===== config.mk =====
export PLATFORM = sky130hd
export DESIGN_NAME = local_mem_reader
export DESIGN_NICKNAME = d
export VERILOG_FILES = /design/src/rtl/local_mem_reader_pkg.sv /design/src/rtl/lmr_fifo2.sv /design/src/rtl/local_mem_reader.sv
export SDC_FILE = /design/constraint.sdc
export NUM_CORES = 1
export LEC_CHECK = 0
export CAP_MARGIN = 25
export CORE_MARGIN = 10
export CORE_UTILIZATION = 45
export CTS_CLUSTER_SIZE = 12
export DETAILED_ROUTE_END_ITERATION = 8
export PLACE_DENSITY_LB_ADDON = 0.25
export SLEW_MARGIN = 10
export SYNTH_ARGS = -nofsm -noshare
export SYNTH_HDL_FRONTEND = slang
export SYNTH_HIERARCHICAL = 1
export SYNTH_SLANG_ARGS = --single-unit

===== constraint.sdc =====
create_clock -name clk -period 3.4 [get_ports clk]
set_input_delay 0.34 -clock clk [delete_from_list [all_inputs] [get_ports clk]]
set_output_delay 0.34 -clock clk [all_outputs]
set_load 0.02 [all_outputs]

===== src/rtl/local_mem_reader_pkg.sv =====
// Shared constants and state encoding for the local memory reader.
package local_mem_reader_pkg;

  // Default geometry: 1K-word memory of 32-bit words, requests of 0..1024 words.
  localparam int unsigned ADDR_W     = 10;
  localparam int unsigned DATA_W     = 32;
  localparam int unsigned LEN_W      = 11;

  // Output buffering; also the bound on words buffered plus reads in flight.
  localparam int unsigned FIFO_DEPTH = 2;
  localparam int unsigned CNT_W      = 2;

  typedef enum logic [1:0] {
    StIdle  = 2'd0,
    StRead  = 2'd1,
    StDrain = 2'd2
  } state_e;

endpackage


===== src/rtl/lmr_fifo2.sv =====
// Two-entry output FIFO with a registered head; occupancy exported as a count.
module lmr_fifo2 #(
  parameter int unsigned WIDTH = 33
) (
  input  logic                                    clk,
  input  logic                                    rst_n,
  input  logic                                    push,
  input  logic [WIDTH-1:0]                        push_data,
  input  logic                                    pop,
  output logic [local_mem_reader_pkg::CNT_W-1:0]  count,
  output logic [WIDTH-1:0]                        head
);

  import local_mem_reader_pkg::*;

  logic [WIDTH-1:0] mem_q [2];
  logic             wptr_q;
  logic             rptr_q;
  logic [CNT_W-1:0] count_q;
  logic [CNT_W-1:0] count_d;
  logic             push_ok;
  logic             pop_ok;

  // Guard against overflow/underflow; a push into a full FIFO is only taken with a pop.
  always_comb begin
    pop_ok  = pop && (count_q != '0);
    push_ok = push && ((count_q != CNT_W'(FIFO_DEPTH)) || pop_ok);
  end

  // Occupancy next-state.
  always_comb begin
    count_d = count_q;
    unique case ({push_ok, pop_ok})
      2'b10:   count_d = count_q + CNT_W'(1);
      2'b01:   count_d = count_q - CNT_W'(1);
      default: count_d = count_q;
    endcase
  end

  // Storage, pointers and occupancy; everything clears on reset so head reads 0.
  always_ff @(posedge clk or negedge rst_n) begin
    if (!rst_n) begin
      mem_q[0] <= '0;
      mem_q[1] <= '0;
      wptr_q   <= 1'b0;
      rptr_q   <= 1'b0;
      count_q  <= '0;
    end else begin
      if (push_ok) begin
        mem_q[wptr_q] <= push_data;
        wptr_q        <= ~wptr_q;
      end
      if (pop_ok) begin
        rptr_q <= ~rptr_q;
      end
      count_q <= count_d;
    end
  end

  assign count = count_q;
  assign head  = mem_q[rptr_q];

endmodule


===== src/rtl/local_mem_reader.sv =====
// Streams a block of words out of a one-cycle-latency local memory.
// Reads are throttled so that buffered words plus reads in flight never exceed
// the FIFO depth, which lets the stream back-pressure without dropping data.
module local_mem_reader #(
  parameter int unsigned ADDR_W = local_mem_reader_pkg::ADDR_W,
  parameter int unsigned DATA_W = local_mem_reader_pkg::DATA_W,
  parameter int unsigned LEN_W  = local_mem_reader_pkg::LEN_W
) (
  input  logic              clk,
  input  logic              rst_n,
  // Request
  input  logic              req_valid,
  output logic              req_ready,
  input  logic [ADDR_W-1:0] req_addr,
  input  logic [LEN_W-1:0]  req_len,
  // Local memory
  output logic              mem_we,
  output logic [ADDR_W-1:0] mem_addr,
  output logic [DATA_W-1:0] mem_din,
  input  logic [DATA_W-1:0] mem_dout,
  // Stream
  output logic              m_valid,
  input  logic              m_ready,
  output logic [DATA_W-1:0] m_data,
  output logic              m_last,
  // Status
  output logic              busy,
  output logic              done
);

  import local_mem_reader_pkg::*;

  state_e            state_q;
  state_e            state_d;
  logic [ADDR_W-1:0] addr_q;
  logic [ADDR_W-1:0] addr_d;
  logic [LEN_W-1:0]  len_q;
  logic [LEN_W-1:0]  len_d;
  logic              done_q;
  logic              done_d;
  // A read issued last cycle; its data is on mem_dout this cycle.
  logic              rd_pend_q;
  logic              rd_last_q;

  logic              rd_issue;
  logic              rd_final;
  logic [2:0]        occ;

  logic              fifo_push;
  logic              fifo_pop;
  logic [DATA_W:0]   fifo_wdata;
  logic [CNT_W-1:0]  fifo_count;
  logic [DATA_W:0]   fifo_head;

  // Each FIFO entry carries its data word plus an end-of-request marker.
  assign fifo_push  = rd_pend_q;
  assign fifo_wdata = {rd_last_q, mem_dout};
  assign fifo_pop   = m_valid && m_ready;

  lmr_fifo2 #(
    .WIDTH (DATA_W + 1)
  ) u_fifo (
    .clk       (clk),
    .rst_n     (rst_n),
    .push      (fifo_push),
    .push_data (fifo_wdata),
    .pop       (fifo_pop),
    .count     (fifo_count),
    .head      (fifo_head)
  );

  // Stream side follows the FIFO head directly, so it is stable under back-pressure.
  always_comb begin
    m_valid = (fifo_count != '0);
    m_data  = fifo_head[DATA_W-1:0];
    m_last  = m_valid && fifo_head[DATA_W];
  end

  // Issue a read only if the slot it will land in is guaranteed free.
  always_comb begin
    occ      = 3'(fifo_count) + 3'(rd_pend_q) - 3'(fifo_pop);
    rd_issue = (state_q == StRead) && (occ < 3'(FIFO_DEPTH));
    rd_final = rd_issue && (len_q == LEN_W'(1));
  end

  // State register.
  always_ff @(posedge clk or negedge rst_n) begin
    if (!rst_n) begin
      state_q <= StIdle;
    end else begin
      state_q <= state_d;
    end
  end

  // Next-state logic.
  always_comb begin
    state_d = state_q;
    unique case (state_q)
      StIdle: begin
        if (req_valid && (req_len != '0)) begin
          state_d = StRead;
        end
      end
      StRead: begin
        if (rd_final) begin
          state_d = StDrain;
        end
      end
      StDrain: begin
        if (fifo_pop && m_last) begin
          state_d = StIdle;
        end
      end
      default: state_d = StIdle;
    endcase
  end

  // FSM outputs.
  always_comb begin
    req_ready = 1'b0;
    busy      = 1'b0;
    unique case (state_q)
      StIdle:          req_ready = 1'b1;
      StRead, StDrain: busy      = 1'b1;
      default:         req_ready = 1'b0;
    endcase
  end

  // Address/length counters and the completion pulse.
  always_comb begin
    addr_d = addr_q;
    len_d  = len_q;
    done_d = 1'b0;
    if ((state_q == StIdle) && req_valid) begin
      if (req_len == '0) begin
        done_d = 1'b1;
      end else begin
        addr_d = req_addr;
        len_d  = req_len;
      end
    end
    if (rd_issue) begin
      // Address wraps naturally at the top of the memory.
      addr_d = addr_q + ADDR_W'(1);
      len_d  = len_q - LEN_W'(1);
    end
    if ((state_q == StDrain) && fifo_pop && m_last) begin
      done_d = 1'b1;
    end
  end

  // Datapath registers; reset drops any read in flight so its data is never pushed.
  always_ff @(posedge clk or negedge rst_n) begin
    if (!rst_n) begin
      addr_q    <= '0;
      len_q     <= '0;
      done_q    <= 1'b0;
      rd_pend_q <= 1'b0;
      rd_last_q <= 1'b0;
    end else begin
      addr_q    <= addr_d;
      len_q     <= len_d;
      done_q    <= done_d;
      rd_pend_q <= rd_issue;
      rd_last_q <= rd_final;
    end
  end

  assign mem_we   = 1'b0;
  assign mem_din  = '0;
  assign mem_addr = addr_q;
  assign done     = done_q;

endmodule


==> metrics, run 1 <==
asr flop ratio synth=100%; kind of end point of the critical path=flip-flop; final setup TNS=0 ns; site row count=37; Crit-path slowest cell=dfrtp_1; grt total ovfl=0; pin count of the biggest net entering global routing=54; RSZ-0062 raised after global routing=no; All-Layer GR Usage=14.5%; Final Non-Filler Cells=655; P_leak=2.80 nW; f_max=347 MHz; most common cell after layout, fill and taps aside=clkdlybuf4s50_1; CTS H-tree depth=3; # nets final=579; core area=10,500 um2; most frequent cells in the layout=clkdlybuf4s50_1, dfrtp_1, mux2_2; Cell variety after synth=50; Post-synth EDFFs=0; Max VDD drop=0.235 mV; min-delay worst type=primary input to async pin; Seq cells post-synth=96; initial core utilization=46.7%; Final min period=2.88 ns; syn avg cell area=12.1 um2; clock-pin slew on the worst setup and hold paths=0.10 ns; final number of hold-violating endpoints=0; Syn-to-layout area delta=26.1%; Synth area leaders=dfrtp_1, mux2_2, buf_4; status=finished clean; Buffers & Inverters on Critical Path=1; drt first pass iters=4; WP data arrival=3.13 ns; layout cells sized above 1=24.9%; Sink Count=96; Clock Latency Late Sink=0.35 ns; Critical Path RT=3.64 ns; DP Wirelength=8420 um; Final Skew=0.00970 ns; CP top delay family=simple AND/OR/NAND/NOR gates; Inst Count DP=639; Yosys warnings=6; ANT cells=0; Startpoint Class=flip-flop; setup repair bufs after CTS=0; number of max-slew violations in the final report=0; initial drt markers=201; placed cell area=5940 um2; final core occ=58.9%; Final setup viols=0; WS Path Type=flip-flop to flip-flop; Final Cycle Share=84.8%; # port buffers=103; Top Ports=137; cell area after layout=6160 um2; die area=15,400 um2; Most common cell on crit path=nand2_1; register area share after synthesis=49.2%; initial antenna violation count=0; DRT antenna net count=0; Num CTS Buffers=9; buffer type at the clock tree root=clkbuf_8; PwrDens=346 nW/um2; die height=124 um; Slew Limit Headroom=55.9%; Die Wd=124 um; maxcap violations=0; clk buf depth=2; Power Total=0.00213 W; # DRC=0; Largest stage delay, worst path=0.49 ns; area share of the largest cell type after synthesis=49.2%; Post-Syn Area=4890 um2; critical path peak fanout=12; number of vias per cell=5.18; post-synthesis cell count=405; first-pass GRT wire length=19,200 um; actual slew at the worst max-slew pin=0.661 ns; cell taking the most area after synthesis=dfrtp_1; Wirelength per Cell=17.3 um; via count=3,390; post_cts resized=0; Placer Congestion=0.839; vias in the first global route=3,807; cts hold-fix bufs=0; Primary FF master, synth=dfrtp_1; WL final=11,400 um; CTS tree=built; CP Cell Sequence=or2_2 > nand2_1 > nor2_1 > o21ai_0 > fa_1 > nand3_1 > buf_4 > nand2_1 > o221a_2
synth_stat cells (2+ instances only):
cell type and number:
and3_1 3, xnor2_1 4, clkbuf_1 5, a221o_1 4
nor3_1 7, nor2_1 22, mux2_2 92, buf_4 33
ha_1 7, buf_6 6, nor3b_4 2, a21oi_1 13
nor4_1 4, or2_2 2, a211oi_1 2, mux2i_1 2
buf_2 3, nand2b_1 2, a311oi_1 5, and2_1 3
a31oi_1 3, inv_1 8, a22oi_1 2, mux2_1 7
o22ai_1 2, xor2_1 2, nand3_1 7, o21ai_0 14
nand2_1 22, dfrtp_1 96, or4_4 2
worst register-to-register path, stage by stage (launching register included):
cell and delay, ns:
dfrtp_1 0.49, or2_2 0.35, nand2_1 0.13, nor2_1 0.08, o21ai_0 0.22, fa_1 0.47, nand3_1 0.20, buf_4 0.22
nand2_1 0.24, o221a_2 0.37
registers in the layout, indices dropped and copies added (netlist names), 2 cells and up:
signal and cells:
u_fifo/mem_q 66, mem_addr 10, len_q 11, state_q 2, u_fifo/count 2
layer usage:
metal  up-vias  GRT usage (%)  share of wire, %
li1       1607              -                 -
met1      1666           18.2                45
met4         0           3.07              0.44
met5         -              0                 0
met2       112           24.8                49
met3         5           3.10               5.3
per-stage QoR:
step / worst slack, ns / hold slack (ns)
floorplan: 0.632 / 0.0444
global placement: 0.491 / 0.413
detailed placement: 0.383 / 0.423
CTS: 0.513 / 0.0317
global route: 0.222 / 0.0550
finish: 0.517 / 0.0230
where the power goes:
part           switching [W]  total [W]  leakage (nW)  internal, W
logic              0.0000791   0.000152          1.44    0.0000728
registers         0.00000879    0.00117          1.26      0.00116
clock network       0.000394   0.000814         0.111     0.000420
total               0.000482    0.00213          2.80      0.00165
final timing paths:
path / startpoint / to / slack, ns / cells past startpoint
max: u_fifo/count[0]$_DFFE_PN0P_ / mem_addr[6]$_DFFE_PN0P_ / 0.52 / 9
max reg2reg: u_fifo/count[0]$_DFFE_PN0P_ / mem_addr[6]$_DFFE_PN0P_ / 0.52 / 9
min reg2reg: rd_last_q$_DFF_PN0_ / u_fifo/mem_q[65]$_DFFE_PN0P_ / 0.49 / 1
max in group asynchronous: rst_n / mem_addr[5]$_DFFE_PN0P_ / 2.60 / 2
min: rst_n / u_fifo/mem_q[26]$_DFFE_PN0P_ / 0.02 / 1
min in group clk: rd_last_q$_DFF_PN0_ / u_fifo/mem_q[65]$_DFFE_PN0P_ / 0.49 / 1
cell families (layout without fill, tap and decap cells):
kind of cell / Yosys count / in the layout / share of synthesized area [%]
buffers and inverters: 55 / 137 / 7.76
other: 1 / 33 / 0.0767
and+or+nand+nor: 81 / 81 / 8.65
xor gates and xnor gates: 6 / 6 / 1.08
adders and majority gates: 8 / 8 / 2.20
DFF: 96 / 96 / 49.2
AOI/OAI and AO/OA: 57 / 57 / 7.86
muxes: 101 / 101 / 23.2
cell type report:
| type | instances | area (um2) |
|---|---|---|
| repair buffers | 113 | 1120 |
| multi-input cells | 286 | 2230 |
| fillers | 917 | 4300 |
| inverters | 8 | 30.0 |
| clock inverters | 6 | 91.3 |
| clock buffers | 10 | 128 |
| well taps | 136 | 170 |
| flip-flops and latches | 96 | 2400 |
No activity file was read; power rests on OpenSTA's default activity.
==> run 2: changes to the inputs <==
- clock period: 3.4 -> 2.85 ns (I/O delays scaled with it)
==> run 2 against run 1 <==
Flip-flop and latch count did not move; register-to-register slack worse by 0.33 ns; global-route usage grew 0.18 points; largest power group unchanged; maximum frequency up 8.4%; highest routed layer unchanged; total power rose by 12%.
==> metrics, run 2 (synthesis results as in run 1) <==
final number of hold-violating endpoints=0 (unchanged); initial core utilization=46.7% (unchanged); ANT cells=0 (unchanged); Startpoint Class=flip-flop; Inst Count DP=643 (+0.63%); critical path peak fanout=10 (-2); vias in the first global route=3,759 (-1.3%); Biggest register=u_fifo/mem_q; most common cell after layout, fill and taps aside=clkdlybuf4s50_1; pre-CTS setup slack=-0.0388 ns (-0.422 ns); die height=124 um (unchanged); met1 usage=17.8% (-0.45 points); cell area after layout=6220 um2 (+0.87%); gr busiest metal=met2; most frequent cells in the layout=clkdlybuf4s50_1, dfrtp_1, mux2_2; Power Total=0.00240 W (+12%); # nets final=584 (+0.86%); Syn-to-layout area delta=27.2%; P_leak=2.83 nW (+0.82%); switching share of power=23.5% (+0.89 points); number of max-slew violations in the final report=0 (unchanged); Top Ports=137 (unchanged); kind of end point of the critical path=flip-flop; worst reg2reg path depth=11 (+2); All-Layer GR Usage=14.6% (+0.18 points); grt total ovfl=0 (unchanged); layout cells sized above 1=26.5% (+1.7 points); # port buffers=103 (unchanged); Sink Count=96 (unchanged); Comb pwr share=7.7% (+0.6 points); final setup margin=0.191 ns (-0.326 ns); CTS H-tree depth=3 (unchanged); first-pass GRT wire length=19,100 um (-0.43%); site row count=37 (unchanged); WS Path Type=flip-flop to flip-flop; CTS tree=built; initial drt markers=153 (-24%); clock-pin slew on the worst setup and hold paths=0.09 ns (about the same); routing usage on met2=24.7% (-0.031 points); f_max=376 MHz (+8.4%); Final min period=2.66 ns (-0.224 ns); core area=10,500 um2 (unchanged); placed cell area=6010 um2 (+1.1%); Final Skew=0.0129 ns (+0.00324 ns); P_sw=0.000562 W (+17%); die area=15,400 um2 (unchanged); initial antenna violation count=0 (unchanged); actual slew at the worst max-slew pin=0.513 ns (-0.148 ns); DRT antenna net count=0 (unchanged); PwrDens=386 nW/um2 (+11%); min-delay worst type=primary input to async pin; Final setup viols=0 (unchanged); drt first pass iters=4 (unchanged); via count=3,426 (+1.1%); Die Wd=124 um (unchanged); Clock Latency Late Sink=0.35 ns (about the same); RSZ-0062 raised after global routing=no; Critical Path RT=3.10 ns (-0.54 ns); Int Pwr=0.00183 W (+11%); max FFs per register=66 (unchanged); Final Non-Filler Cells=660 (+0.76%); WP data arrival=2.91 ns (-0.22 ns); buffer type at the clock tree root=clkbuf_8; status=finished clean; Final Cycle Share=93.3% (+8.5 points); final core occ=59.4% (+0.51 points); WL final=11,600 um (+2.0%); maxcap violations=0 (unchanged); Wirelength per Cell=17.6 um (+1.3%); filler cell count=896 (-2.3%); clock group share of total power=34.2% (-3.9 points); Placer Congestion=0.841 (+0.17%); Max VDD drop=0.280 mV (+19%); DP Wirelength=8500 um (+0.98%); Seq pwr share=58.1% (+3.4 points); pin count of the biggest net entering global routing=59 (+9.3%); Num CTS Buffers=9 (unchanged); GR Util met3=3.70% (+0.59 points); clk buf depth=2 (unchanged); number of vias per cell=5.19 (+0.30%); # DRC=0 (unchanged); Slew Limit Headroom=65.8% (+9.8 points); setup repair bufs after CTS=0 (unchanged)
-- run 2: per-layer routing --
layer / vias up / share of wire [%]
met1: 1683 / 45
met3: 12 / 5.5
li1: 1615 / -
met5: - / 0
met2: 116 / 49
met4: 0 / 1.1
-- run 2: layout make-up --
type | count | area (um2) | share of cell area [%]
clock buffers | 11 | 151 | 2.44
clock inverters | 5 | 31.3 | 0.503
inverters | 8 | 30.0 | 0.483
multi-input cells | 286 | 2240 | 36.0
flip-flops and latches | 96 | 2400 | 38.6
well taps | 136 | 170 | 2.74
repair buffers | 118 | 1190 | 19.2
-- run 2: critical path: stages (launching register included) --
cell,delay (ns)
dfrtp_1,0.38
or2_2,0.33
nand2_1,0.12
nor2_1,0.06
buf_4,0.13
fa_1,0.40
xnor2_1,0.26
nand3_2,0.15
buf_4,0.20
nand2_2,0.21
nor2_1,0.09
a311oi_1,0.25
-- run 2: power by group through the flow --
stage          sequential [W]  clock (W)  combinational [W]
6_report              0.00139   0.000820           0.000184
5_1_grt               0.00140   0.000911           0.000201
4_1_cts               0.00139   0.000851           0.000184
3_5_place_dp          0.00142          0           0.000182
3_3_place_gp          0.00142          0           0.000179
2_1_floorplan         0.00142          0          0.0000953
-- run 2: final timing paths --
path	startpoint	endpoint	slack [ns]
setup / recovery	u_fifo/count[1]$_DFFE_PN0P_	len_q[10]$_DFFE_PN0P_	0.19
hold / removal	rst_n	u_fifo/mem_q[29]$_DFFE_PN0P_	0.43
setup reg to reg	u_fifo/count[1]$_DFFE_PN0P_	len_q[10]$_DFFE_PN0P_	0.19
hold reg to reg	u_fifo/mem_q[40]$_DFFE_PN0P_	u_fifo/mem_q[40]$_DFFE_PN0P_	0.49
max in group asynchronous	rst_n	len_q[3]$_DFFE_PN0P_	1.70
min in group clk	u_fifo/mem_q[40]$_DFFE_PN0P_	u_fifo/mem_q[40]$_DFFE_PN0P_	0.49
-- run 2: metrics by stage --
step                hold slack (ns)  TNS [ns]
floorplan                   -0.0106         0
global placement              0.285         0
detailed placement            0.294    -0.109
CTS                           0.445         0
global route                  0.460         0
finish                        0.431         0
-- run 2: repair_timing --
action                     in CTS  in global routing
gates resized for setup         0                  5
hold buffers                    1                  0
setup endpoints to repair       0                 17
hold endpoints to repair       38                  0
==> run 3: changes to the inputs <==
- CORE_UTILIZATION: 45 -> 48
==> run 3 against run 2 <==
Flip-flop and latch count stayed put; non-clock buffer count unchanged; first-iteration DRC count decreased by 0.65%; critical path type unchanged; highest routed layer unchanged.
==> metrics, run 3 (synthesis results as in run 1) <==
site row count=36 (-2.7%); ANT cells=0 (unchanged); CTS tree=built; final setup margin=0.221 ns (+0.0302 ns); CP top delay family=simple AND/OR/NAND/NOR gates; Final setup viols=0 (unchanged); Max VDD drop=0.208 mV (-26%); clock-pin slew on the worst setup and hold paths=0.09 ns (about the same); # nets final=584 (unchanged); status=finished clean; Fin Hold WS=0.487 ns (+0.0562 ns); max FFs per register=66 (unchanged); GR Util met3=3.86% (+0.17 points); initial core utilization=49.5% (+2.8 points); initial drt markers=152 (-0.65%); Largest stage delay, worst path=0.42 ns (+0.02 ns); f_max=380 MHz (+1.1%); worst reg2reg path depth=11 (unchanged); CTS H-tree depth=3 (unchanged); routing usage on met2=25.3% (+0.55 points); r2r startpoint=u_fifo/count[1]$_DFFE_PN0P_; gr busiest metal=met2; Comb pwr share=7.3% (-0.4 points); pre-CTS setup slack=-0.0125 ns (+0.0263 ns); maxcap violations=0 (unchanged); Int Pwr=0.00192 W (+4.8%); vias in the first global route=3,706 (-1.4%); placed cell area=5980 um2 (-0.48%); DP Wirelength=8270 um (-2.7%); Top Ports=137 (unchanged); min-delay worst type=primary input to async pin; FF-to-FF End=len_q[6]$_DFFE_PN0P_; grt total ovfl=0 (unchanged); Slew Limit Headroom=57.1% (-8.7 points); buffer type at the clock tree root=clkbuf_8; via count=3,386 (-1.2%); die area=14,600 um2 (-5.3%); number of max-slew violations in the final report=0 (unchanged); initial antenna violation count=0 (unchanged); most frequent cells in the layout=clkdlybuf4s50_1, dfrtp_1, mux2_2; All-Layer GR Usage=15.3% (+0.64 points); Final Skew=0.00943 ns (-0.00351 ns); most common cell after layout, fill and taps aside=clkdlybuf4s50_1; Critical Path RT=3.11 ns (about the same); Wirelength per Cell=17.0 um (-3.4%); switching share of power=22.6% (-0.81 points); RSZ-0062 raised after global routing=no; P_sw=0.000563 W (+0.15%); Syn-to-layout area delta=27.3% (about the same); cell area after layout=6220 um2 (about the same); PwrDens=400 nW/um2 (+3.7%); Final min period=2.63 ns (-0.0302 ns); actual slew at the worst max-slew pin=0.643 ns (+0.130 ns); Final Cycle Share=92.3% (-1.1 points); CP Cell Sequence=or2_2 > nand2_1 > nor2_1 > buf_4 > fa_1 > xnor2_2 > nand3_2 > buf_4 > nand2_2 > nor2_1 > a311oi_1; Die Wd=121 um (-2.7%); final number of hold-violating endpoints=0 (unchanged); Startpoint Class=flip-flop; WP data arrival=2.89 ns (-0.02 ns); clock group share of total power=36.6% (+2.4 points); critical path peak fanout=17 (+7); DRT antenna net count=0 (unchanged); Num CTS Buffers=9 (unchanged); layout cells sized above 1=26.5% (unchanged); Sink Count=96 (unchanged); first-pass GRT wire length=18,300 um (-4.0%); # port buffers=103 (unchanged); met1 usage=18.8% (+1.0 points); clk buf depth=2 (unchanged); WL final=11,100 um (-3.8%); Clock Latency Late Sink=0.36 ns (about the same); Biggest register=u_fifo/mem_q; drt first pass iters=4 (unchanged); die height=121 um (-2.7%); Buffers & Inverters on Critical Path=2 (unchanged); pin count of the biggest net entering global routing=52 (-12%); # DRC=0 (unchanged); core area=9860 um2 (-5.7%); kind of end point of the critical path=flip-flop; Crit-path slowest cell=fa_1; Reg2Reg Setup Slack=0.22 ns (+0.03 ns); Seq pwr share=56.1% (-2.0 points); WS Path Type=flip-flop to flip-flop; number of vias per cell=5.15 (-0.72%); setup repair bufs after CTS=0 (unchanged); Placer Congestion=0.873 (+3.8%); P_leak=2.83 nW (about the same); Crit path depth=11 (unchanged)
-- run 3: per-layer routing --
metal | vias up | wire length [um]
met5 | - | 0
met4 | 0 | 149
met3 | 12 | 653
met2 | 101 | 5420
met1 | 1664 | 4920
li1 | 1609 | -
-- run 3: layout make-up --
type,instances,area [um2]
Timing Repair Buffer,118,1170
Sequential cell,96,2400
Inverter,8,30.0
Tap cell,133,166
Multi-Input combinational cell,286,2250
Clock buffer,11,151
Clock inverter,5,55.1
Fill cell,797,3640
-- run 3: worst max-delay path by stage --
| stage | startpoint | to |
|---|---|---|
| after CTS | u_fifo/count[1]$_DFFE_PN0P_ | len_q[6]$_DFFE_PN0P_ |
| after floorplan | u_fifo/count[1]$_DFFE_PN0P_ | mem_addr[2]$_DFFE_PN0P_ |
| after global routing | u_fifo/count[1]$_DFFE_PN0P_ | len_q[6]$_DFFE_PN0P_ |
| final | u_fifo/count[1]$_DFFE_PN0P_ | len_q[6]$_DFFE_PN0P_ |
| after detailed placement | m_ready | len_q[6]$_DFFE_PN0P_ |
| after global placement | m_ready | len_q[10]$_DFFE_PN0P_ |
-- run 3: worst register-to-register path: stages (launching register included) --
cell	delay, ns
dfrtp_1	0.39
or2_2	0.33
nand2_1	0.12
nor2_1	0.06
buf_4	0.13
fa_1	0.42
xnor2_2	0.21
nand3_2	0.15
buf_4	0.23
nand2_2	0.18
nor2_1	0.06
a311oi_1	0.25
-- run 3: power groups by stage --
| stage | sequential (W) | combinational [W] | clock [W] |
|---|---|---|---|
| 2_1_floorplan | 0.00142 | 0.0000953 | 0 |
| 3_3_place_gp | 0.00142 | 0.000177 | 0 |
| 3_5_place_dp | 0.00142 | 0.000181 | 0 |
| 4_1_cts | 0.00139 | 0.000183 | 0.000937 |
| 5_1_grt | 0.00140 | 0.000200 | 0.000983 |
| 6_report | 0.00139 | 0.000183 | 0.000909 |
-- run 3: stage by stage --
step | setup TNS [ns] | cells | power, W | util (%)
detailed placement | -0.0152 | 640 | 0.00160 | 60.7
CTS | 0 | 657 | 0.00251 | 62.8
floorplan | 0 | 437 | 0.00151 | -
finish | 0 | 657 | 0.00249 | 63.1
global route | 0 | 657 | 0.00258 | 63.1
global placement | 0 | 640 | 0.00160 | 60.7
-- run 3: repair_timing --
action                                 CTS  global route
gates resized for setup                  0             5
setup endpoints to repair                0            14
endpoints found under the hold margin   50             0
hold buffers                             1             0
